$ cat config.mk
export PLATFORM = sky130hd
export DESIGN_NAME = imem_loader
export DESIGN_NICKNAME = d
export VERILOG_FILES = /design/src/rtl/imem_loader.sv
export SDC_FILE = /design/constraint.sdc
export NUM_CORES = 1
export LEC_CHECK = 0
export ABC_AREA = 1
export CAP_MARGIN = 15
export CORE_UTILIZATION = 55
export CTS_CLUSTER_SIZE = 8
export DETAILED_ROUTE_END_ITERATION = 10
export PLACE_DENSITY = 0.79
export RECOVER_POWER = 50
export SETUP_SLACK_MARGIN = 0.4
export SLEW_MARGIN = 20
export SYNTH_ARGS = -nofsm -noshare
export SYNTH_HDL_FRONTEND = slang
export SYNTH_SLANG_ARGS = --single-unit
$ cat constraint.sdc
create_clock -name Clk -period 2 [get_ports Clk]
set_input_delay 0.6 -clock Clk [delete_from_list [all_inputs] [get_ports Clk]]
set_output_delay 0.6 -clock Clk [all_outputs]
set_load 0.01 [all_outputs]
$ cat src/rtl/imem_loader.sv
// Boot-time instruction memory loader: receives a framed byte stream (length, LE words,
// XOR checksum), writes words to consecutive addresses and holds the CPU while loading.
module imem_loader #(
    parameter int unsigned ADDR_W    = 10,
    parameter int unsigned MAX_WORDS = 1024
) (
    input  logic              Clk,
    input  logic              Reset,
    input  logic              Start,
    input  logic [7:0]        Byte_In,
    input  logic              Byte_Valid,
    output logic              Byte_Ready,
    output logic              Mem_WE,
    output logic [ADDR_W-1:0] Mem_Addr,
    output logic [31:0]       Mem_Din,
    output logic              Cpu_Hold,
    output logic              Done,
    output logic              Error
);

    typedef enum logic [2:0] {
        S_IDLE, S_LEN_LO, S_LEN_HI, S_DATA, S_CHECK, S_DONE, S_ERROR
    } state_t;

    state_t            state, state_next;
    logic [15:0]       len;
    logic [1:0]        byte_cnt;
    logic [ADDR_W:0]   word_cnt;
    logic [7:0]        acc;
    logic [23:0]       word_buf;
    logic              accept;
    logic              start_ok;
    logic              oversize;
    logic              len_zero;
    logic              last_word;

    assign accept    = Byte_Valid && Byte_Ready;
    assign start_ok  = Start && (state inside {S_IDLE, S_DONE, S_ERROR});
    assign oversize  = {16'd0, Byte_In, len[7:0]} > MAX_WORDS;
    assign len_zero  = ({Byte_In, len[7:0]} == 16'd0);
    // Word counter is one bit wider than the address so N == MAX_WORDS compares without wrap.
    assign last_word = (byte_cnt == 2'd3) &&
                       (({{(31-ADDR_W){1'b0}}, word_cnt} + 32'd1) == {16'd0, len});

    always_ff @(posedge Clk) begin
        if (Reset) state <= S_IDLE;
        else       state <= state_next;
    end

    always_comb begin
        state_next = state;
        case (state)
            S_IDLE, S_DONE, S_ERROR: if (Start) state_next = S_LEN_LO;
            S_LEN_LO: if (accept) state_next = S_LEN_HI;
            S_LEN_HI: begin
                if (accept) begin
                    if (oversize)      state_next = S_ERROR;
                    else if (len_zero) state_next = S_CHECK;
                    else               state_next = S_DATA;
                end
            end
            S_DATA:  if (accept && last_word) state_next = S_CHECK;
            S_CHECK: if (accept) state_next = (Byte_In == acc) ? S_DONE : S_ERROR;
            default: state_next = S_IDLE;
        endcase
    end

    always_comb begin
        Byte_Ready = (state inside {S_LEN_LO, S_LEN_HI, S_DATA, S_CHECK});
        Cpu_Hold   = !(state inside {S_IDLE, S_DONE});
        Done       = (state == S_DONE);
        Error      = (state == S_ERROR);
    end

    always_ff @(posedge Clk) begin
        if (Reset) begin
            len      <= '0;
            byte_cnt <= '0;
            word_cnt <= '0;
            acc      <= '0;
            word_buf <= '0;
            Mem_WE   <= 1'b0;
            Mem_Addr <= '0;
            Mem_Din  <= '0;
        end else begin
            Mem_WE <= 1'b0;
            if (start_ok) begin
                len      <= '0;
                byte_cnt <= '0;
                word_cnt <= '0;
                acc      <= '0;
                word_buf <= '0;
            end else if (accept) begin
                case (state)
                    S_LEN_LO: len[7:0]  <= Byte_In;
                    S_LEN_HI: len[15:8] <= Byte_In;
                    S_DATA: begin
                        acc      <= acc ^ Byte_In;
                        byte_cnt <= byte_cnt + 2'd1;
                        case (byte_cnt)
                            2'd0: word_buf[7:0]   <= Byte_In;
                            2'd1: word_buf[15:8]  <= Byte_In;
                            2'd2: word_buf[23:16] <= Byte_In;
                            default: begin
                                Mem_WE   <= 1'b1;
                                Mem_Addr <= word_cnt[ADDR_W-1:0];
                                Mem_Din  <= {Byte_In, word_buf};
                                word_cnt <= word_cnt + (ADDR_W+1)'(1);
                            end
                        endcase
                    end
                    default: ;
                endcase
            end
        end
    end

endmodule

==> metrics.md, run 1 <==
| Metric | Value |
|---|---|
| Initial antenna violation count | `0` |
| Die area | `approximately 9000 µm²` |
| Final net count | `783` |
| Seq/Total Area, Yosys | `0.451` |
| CTS max path bufs | `2` |
| Average size of a mapped cell | `between 7 and 8 µm²` |
| Switch Pwr | `1.93 mW` |
| CTS tree | `yes` |
| Top cells by count, synth | `134 x nand2_1, 107 x dfxtp_1, 92 x nor2_1, 71 x a21oi_1, 68 x nand3_1` |
| Final Cycle Share | `0.958` |
| Reg2reg path depth | `12` |
| Synth cell types | `29` |
| RR Startpoint | `state[0]$_SDFFE_PP0P_` |
| Top_reg_cell synth | `dfxtp_1` |
| Fin area | `6480 µm²` |
| Worst Hold Class | `register to register` |
| WL/cell | `between 15 and 20 µm` |
| Port Buffers | `58` |
| Final Setup Violations | `0` |
| Worst Setup Start Kind | `register` |
| Most common cell in the netlist | `nand2_1` |
| Post-synth top area share | `0.451` |
| Htree depth | `3` |
| Pins over their slew limit | `0` |
| GPL Wtd Cong | `0.873` |
| Clk Latency, worst-skew pair | `0.38 ns` |
| Clock Root Buffer | `clkbuf_8` |
| Maxcap violations | `0` |
| Cell count after synthesis | `664` |
| Routed Antenna Nets | `0` |
| Synth warnings | `0` |
| Critical Path Sink Type | `output pin` |
| Die height | `94.9 µm` |
| Clk pin slew, worst setup/hold paths | `0.11 ns` |
| EDFF count, synth | `0` |
| Die Wd | `94.9 µm` |
| Hold Crit Depth | `2` |
| Leak Pwr | `2.65 nW` |
| Layout cell share with drive strength beyond 1 | `0.229` |
| Util after Layout | `0.781` |
| Synthesis-stage register bit count | `107` |
| Reg-to-reg endpoint | `len[0]$_SDFFE_PP0P_` |
| Syn nets | `682` |
| Initial core utilization | `0.572` |
| Worst vdd ir | `1010 µV` |
| Power, Total | `5.35 mW` |
| DRT Pass-1 Iters | `5` |
| Ant. Diodes | `0` |
| Clock sinks | `107` |
| Final Critical Period | `approximately 1.9 ns` |
| Sw frac | `0.360` |
| Core area | `8300 µm²` |
| Int Pwr | `around 3.4 mW` |
| Largest net degree at the start of global routing | `56` |
| Via Count | `4,944` |
| Final HPWL DP | `8300 µm` |
| Measured slew at the worst slew-check pin | `0.425 ns` |
| PwrDens | `826 nW/µm²` |
| Crit-path max FO | `4` |
| Fraction of registers with async set or reset after synthesis | `0` |
| Dominant cells by area after synthesis | `dfxtp_1 45%, nand2_1 11%, a21oi_1 7.5%` |
| Final setup skew | `0.00986 ns` |
| Placed cell areas | `about 5600 µm²` |
| Gr usage total | `0.304` |
| First-pass GRT wire length | `21,100 µm` |
| Fmax | `0.522 GHz` |
| Grt total ovfl | `0` |
| Clock power share | `0.254` |
| DRT Wirelength | `about 14,000 µm` |
| Sequential power share | `0.428` |
| Number of global-route vias before repair | `4,504` |
| Slew HR | `0.717` |
| Cell taking the most area after synthesis | `dfxtp_1` |
| Arr. time, crit path | `1.32 ns` |
| Hold Path Sink | `word_buf[10]$_SDFFE_PP0P_` |
| Initial DRC Count | `322` |
| Crit path required time | `approximately 1.4 ns` |
| # fillers | `577` |
| DRC | `0` |
| Worst Hold Launch | `word_buf[10]$_SDFFE_PP0P_` |
| R2R setup slack | `0.12 ns` |
| Unrepaired setup endpoints after global routing | `yes` |
| Ports | `between 50 and 60` |
| Num CTS Buffers | `9` |
| Synthesized area | `4750 µm²` |
| Hold_buf cts | `0` |
| Outcome | `completed` |
| Critical path class | `register to output pin` |
| Comb pwr share | `0.318` |
| Area Overhead vs Synth | `36.5%` |
| Cell Rows | `33` |
| Fin. Hold Viols | `0` |
| Drt via density | `5.65` |
## layer usage
metal / up-vias / share of wire / track usage
li1: 2355 / - / -
met1: 2339 / 0.40 / 0.376
met2: 210 / 0.50 / 0.529
met3: 40 / 0.073 / 0.0386
met4: 0 / 0.027 / 0.126
met5: - / 0 / 0
## cell usage in the layout (no fill, tap or decap), types with 5 or more instances in the layout
cell	instances
a21oi_2	5
ha_1	5
o21ai_1	5
dlygate4sd2_1	34
o21ai_0	43
clkdlybuf4s25_1	13
a21oi_1	66
buf_6	8
nor2_4	9
nand3_1	52
dfxtp_1	97
clkdlybuf4s50_1	7
nand2_4	7
nor2_2	6
nand2_2	17
nand3_2	17
buf_4	43
inv_1	42
inv_8	5
xor2_1	9
inv_2	5
nor2_1	86
nand2_1	119
dfxtp_2	7
clkbuf_8	10
buf_12	5
## worst max path at each step
| stage | start | endpoint | slack [ns] | depth (start not counted) |
|---|---|---|---|---|
| 6_report | state[1]$_SDFFE_PP0P_ | Byte_Ready | 0.08 | 6 |
| 5_1_grt | state[2]$_SDFFE_PP0P_ | word_buf[11]$_SDFFE_PP0P_ | 0.01 | 11 |
| 4_1_cts | state[1]$_SDFFE_PP0P_ | Byte_Ready | 0.10 | 6 |
| 3_5_place_dp | Byte_In[4] | state[1]$_SDFFE_PP0P_ | -0.23 | 10 |
| 3_3_place_gp | Byte_In[4] | state[1]$_SDFFE_PP0P_ | -0.24 | 10 |
| 2_1_floorplan | Byte_In[3] | state[1]$_SDFFE_PP0P_ | 0.31 | 10 |
## power by group through the flow
stage	logic (mW)	registers (mW)	clock network, mW
6_report	1.70	2.29	1.36
5_1_grt	1.83	2.30	1.44
2_1_floorplan	0.813	2.30	0
4_1_cts	1.43	2.27	1.35
3_5_place_dp	1.20	2.31	0
3_3_place_gp	1.18	2.30	0
## layout make-up
cell class	count	area, µm²	share of cell area
Tap cell	105	131	0.0203
Inverter	51	206	0.0318
Multi-Input combinational cell	467	2480	0.383
Clock inverter	6	62.6	0.00965
Sequential cell	107	2160	0.333
Clock buffer	10	138	0.0212
Timing Repair Buffer	129	1300	0.201
## metrics by stage
stage          hold WS (ns)  worst slack [ns]  TNS [ns]  std cells
2_1_floorplan         0.437             0.315         0        664
3_3_place_gp          0.448            -0.243     -7.36        827
3_5_place_dp          0.451            -0.227    -11.53        827
4_1_cts               0.467             0.100         0        870
5_1_grt               0.480            0.0124         0        875
6_report              0.466            0.0833         0        875
## what timing repair did
action | CTS | global route
setup buffers | 22 | 2
endpoints found under the hold margin | 0 | 0
gates cloned | 5 | 3
endpoints found under the setup margin | 153 | 151
pin swaps | 22 | 23
gates resized for setup | 143 | 45
## logic make-up after synthesis
logic type	share of synthesized area
fa+ha+maj	0.0158
simple gates	0.296
buf+inv	0.0827
compound gates	0.136
xor+xnor	0.0184
flops	0.451
## sequential cells by signal (all words and copies together) (netlist names), 2 cells and up
register and count:
Mem_Din 32, word_buf 24, len 16, word_cnt 11
Mem_Addr 10, acc 8, state 3, byte_cnt 2
## worst max-delay path: stages (launching register included)
cell     delay (ns)
dfxtp_4        0.39
nor2_4         0.13
inv_2          0.07
nor2_4         0.10
inv_1          0.08
nand2_2        0.08
buf_6          0.10
Power figures use the tool's default switching activity.
==> run 2, diff against run 1 <==
--- a/config.mk
+++ b/config.mk
@@ -10,7 +10,7 @@
 export CORE_UTILIZATION = 55
 export CTS_CLUSTER_SIZE = 8
 export DETAILED_ROUTE_END_ITERATION = 10
-export PLACE_DENSITY = 0.79
+export PLACE_DENSITY = 0.76
 export RECOVER_POWER = 50
 export SETUP_SLACK_MARGIN = 0.4
 export SLEW_MARGIN = 20
==> metrics.md, run 2 (synthesis gave the netlist of run 1 again) <==
| Metric | Value |
|---|---|
| WL met2 | `around 7100 µm` |
| WL/cell | `between 15 and 20 µm` |
| Fin. Hold Viols | `0` |
| Htree depth | `3` |
| DRT Pass-1 Iters | `5` |
| Sequential power share | `0.445` |
| Final net count | `777` |
| Slew HR | `0.583` |
| Most frequent CP cell | `nor2_4` |
| Commonest cells after routing, fill and taps aside | `108 x nand2_1, 98 x dfxtp_1, 85 x nor2_1` |
| First-pass GRT wire length | `between 15,000 and 20,000 µm` |
| GPL Wtd Cong | `0.889` |
| # fillers | `540` |
| Clk pin slew, worst setup/hold paths | `approximately 0.11 ns` |
| PwrDens | `800 nW/µm²` |
| Clock sinks | `about 110` |
| Critical path's largest stage delay | `~0.33 ns` |
| Layout cell share with drive strength beyond 1 | `0.263` |
| Initial core utilization | `0.572` |
| Ports | `59` |
| Worst Hold Launch | `word_buf[4]$_SDFFE_PP0P_` |
| DRC | `0` |
| Crit path required time | `roughly 2.3 ns` |
| Measured slew at the worst slew-check pin | `0.625 ns` |
| Cells after DPL | `823` |
| Reg2reg path depth | `10` |
| R2R setup slack | `0.13 ns` |
| Cell Rows | `33` |
| Fin area | `6440 µm²` |
| Core area | `8300 µm²` |
| Comb pwr share | `0.302` |
| Worst Setup Start Kind | `register` |
| Met1 WL | `about 5900 µm` |
| Sw frac | `0.360` |
| Largest net degree at the start of global routing | `45` |
| Critical Path Sink Type | `register` |
| Reg-to-reg endpoint | `Mem_Din[16]$_SDFFE_PP0P_` |
| Most flop-heavy register | `Mem_Din` |
| Ant. Diodes | `0` |
| CTS max path bufs | `2` |
| Drt via density | `~5.8` |
| Fmax | `0.536 GHz` |
| Critical path class | `register to register` |
| Crit-path max FO | `10` |
| Clk Latency, worst-skew pair | `0.39 ns` |
| Crit-path cells | `buf_4 > nor2_4 > inv_2 > nor2_4 > inv_1 > nor2_4 > nand2_8 > clkbuf_2 > o21ai_0 > nor2_1` |
| Met3 wire length | `approximately 1100 µm` |
| Worst vdd ir | `784 µV` |
| Int Pwr | `3.29 mW` |
| Routed Antenna Nets | `0` |
| Switch Pwr | `1.85 mW` |
| Via Count | `5,016` |
| Leak Pwr | `2.38 nW` |
| Grt total ovfl | `0` |
| Slowest cell on the critical path | `dfxtp_1` |
| Hold Crit Depth | `2` |
| Max FFs per register | `32` |
| Final Critical Period | `1.87 ns` |
| Worst hold slack | `0.469 ns` |
| Hold Path Sink | `word_buf[4]$_SDFFE_PP0P_` |
| Clock Root Buffer | `clkbuf_8` |
| Arr. time, crit path | `about 2.2 ns` |
| Port Buffers | `58` |
| Final Cycle Share | `0.933` |
| Placed cell areas | `5590 µm²` |
| Final Setup Violations | `0` |
| Util after Layout | `0.776` |
| Final setup skew | `0.0111 ns` |
| Area Overhead vs Synth | `35.5%` |
| Initial antenna violation count | `0` |
| Pins over their slew limit | `0` |
| Number of global-route vias before repair | `between 4,000 and 5,000` |
| Setup TNS | `0 ns` |
| Largest registers | `Mem_Din (32), word_buf (24), len (16)` |
| RR Startpoint | `state[2]$_SDFFE_PP0P_` |
| Final HPWL DP | `8000 µm` |
| Hold_buf cts | `0` |
| Commonest non-fill, non-tap cell in the layout | `nand2_1` |
| CTS tree | `yes` |
| Clock power share | `0.253` |
| Worst Hold Class | `register to register` |
| Initial DRC Count | `341` |
| Maxcap violations | `0` |
| Unrepaired setup endpoints after global routing | `yes` |
| Die height | `94.9 µm` |
| Post-route insts no fill | `between 800 and 900` |
| Gr usage total | `0.286` |
| Max layer used | `met4` |
| Outcome | `completed` |
| Num CTS Buffers | `9` |
| DRT Wirelength | `approximately 15,000 µm` |
| Die area | `roughly 9000 µm²` |
| Die Wd | `94.9 µm` |
-- run 2: cell count changes in the layout (fill, tap and decap cells not counted), sizes merged --
cell | previous run | this run
clkdlybuf4s15 | 0 | 2
clkdlybuf4s25 | 13 | 0
dlygate4sd2 | 34 | 4
clkbuf | 20 | 58
buf | 62 | 60
inv | 56 | 52
clkinv | 1 | 6
bufbuf | 3 | 0
-- run 2: cell type report --
class                           instances  area [µm²]  area share
Multi-Input combinational cell        467        2590       0.403
Sequential cell                       107        2160       0.336
Timing Repair Buffer                  122        1130       0.176
Inverter                               51         213      0.0330
Tap cell                              105         131      0.0204
Clock buffer                            9         124      0.0192
Clock inverter                          6        62.6     0.00972
Timing Repair inverter                  1        16.3     0.00253
-- run 2: worst max-delay path by stage --
stage,start,to,slack [ns],cells past startpoint
2_1_floorplan,Byte_In[3],state[1]$_SDFFE_PP0P_,0.31,10
3_3_place_gp,Byte_In[4],state[1]$_SDFFE_PP0P_,-0.22,10
3_5_place_dp,Byte_In[5],state[1]$_SDFFE_PP0P_,-0.29,10
4_1_cts,state[0]$_SDFFE_PP0P_,Cpu_Hold,0.05,6
5_1_grt,word_cnt[1]$_SDFFE_PP0P_,state[1]$_SDFFE_PP0P_,0.04,14
6_report,state[2]$_SDFFE_PP0P_,Mem_Din[16]$_SDFFE_PP0P_,0.13,10
-- run 2: per-layer routing --
metal  vias up  global-route usage
met5         -                   0
met3        68              0.0612
met1      2353               0.376
met2       250               0.466
met4         0              0.0896
li1       2345                   -
-- run 2: per-stage QoR --
stage          total power [mW]  setup slack, ns
2_1_floorplan              3.11            0.315
3_3_place_gp               3.47           -0.220
3_5_place_dp               3.49           -0.287
4_1_cts                    4.88           0.0535
5_1_grt                    5.36           0.0434
6_report                   5.15            0.135
-- run 2: power groups by stage --
| stage | logic, mW | clock network [mW] | registers, mW |
|---|---|---|---|
| 2_1_floorplan | 0.813 | 0 | 2.30 |
| 4_1_cts | 1.32 | 1.30 | 2.26 |
| 6_report | 1.55 | 1.30 | 2.29 |
| 5_1_grt | 1.68 | 1.39 | 2.30 |
| 3_5_place_dp | 1.19 | 0 | 2.31 |
| 3_3_place_gp | 1.17 | 0 | 2.30 |
-- run 2: critical path: cells and delay by family, from the launching register on --
family,cells,cell delay [ns]
DFF,1,0.33
AOI/OAI and AO/OA,1,0.25
and+or+nand+nor,5,0.62
buffers and inverters,4,0.55
-- run 2: timing repair --
item,CTS,global route
endpoints found under the setup margin,137,150
resized for setup,149,171
pin swaps,15,58
buffers inserted,9,8
gates cloned,4,9
hold endpoints to repair,0,0
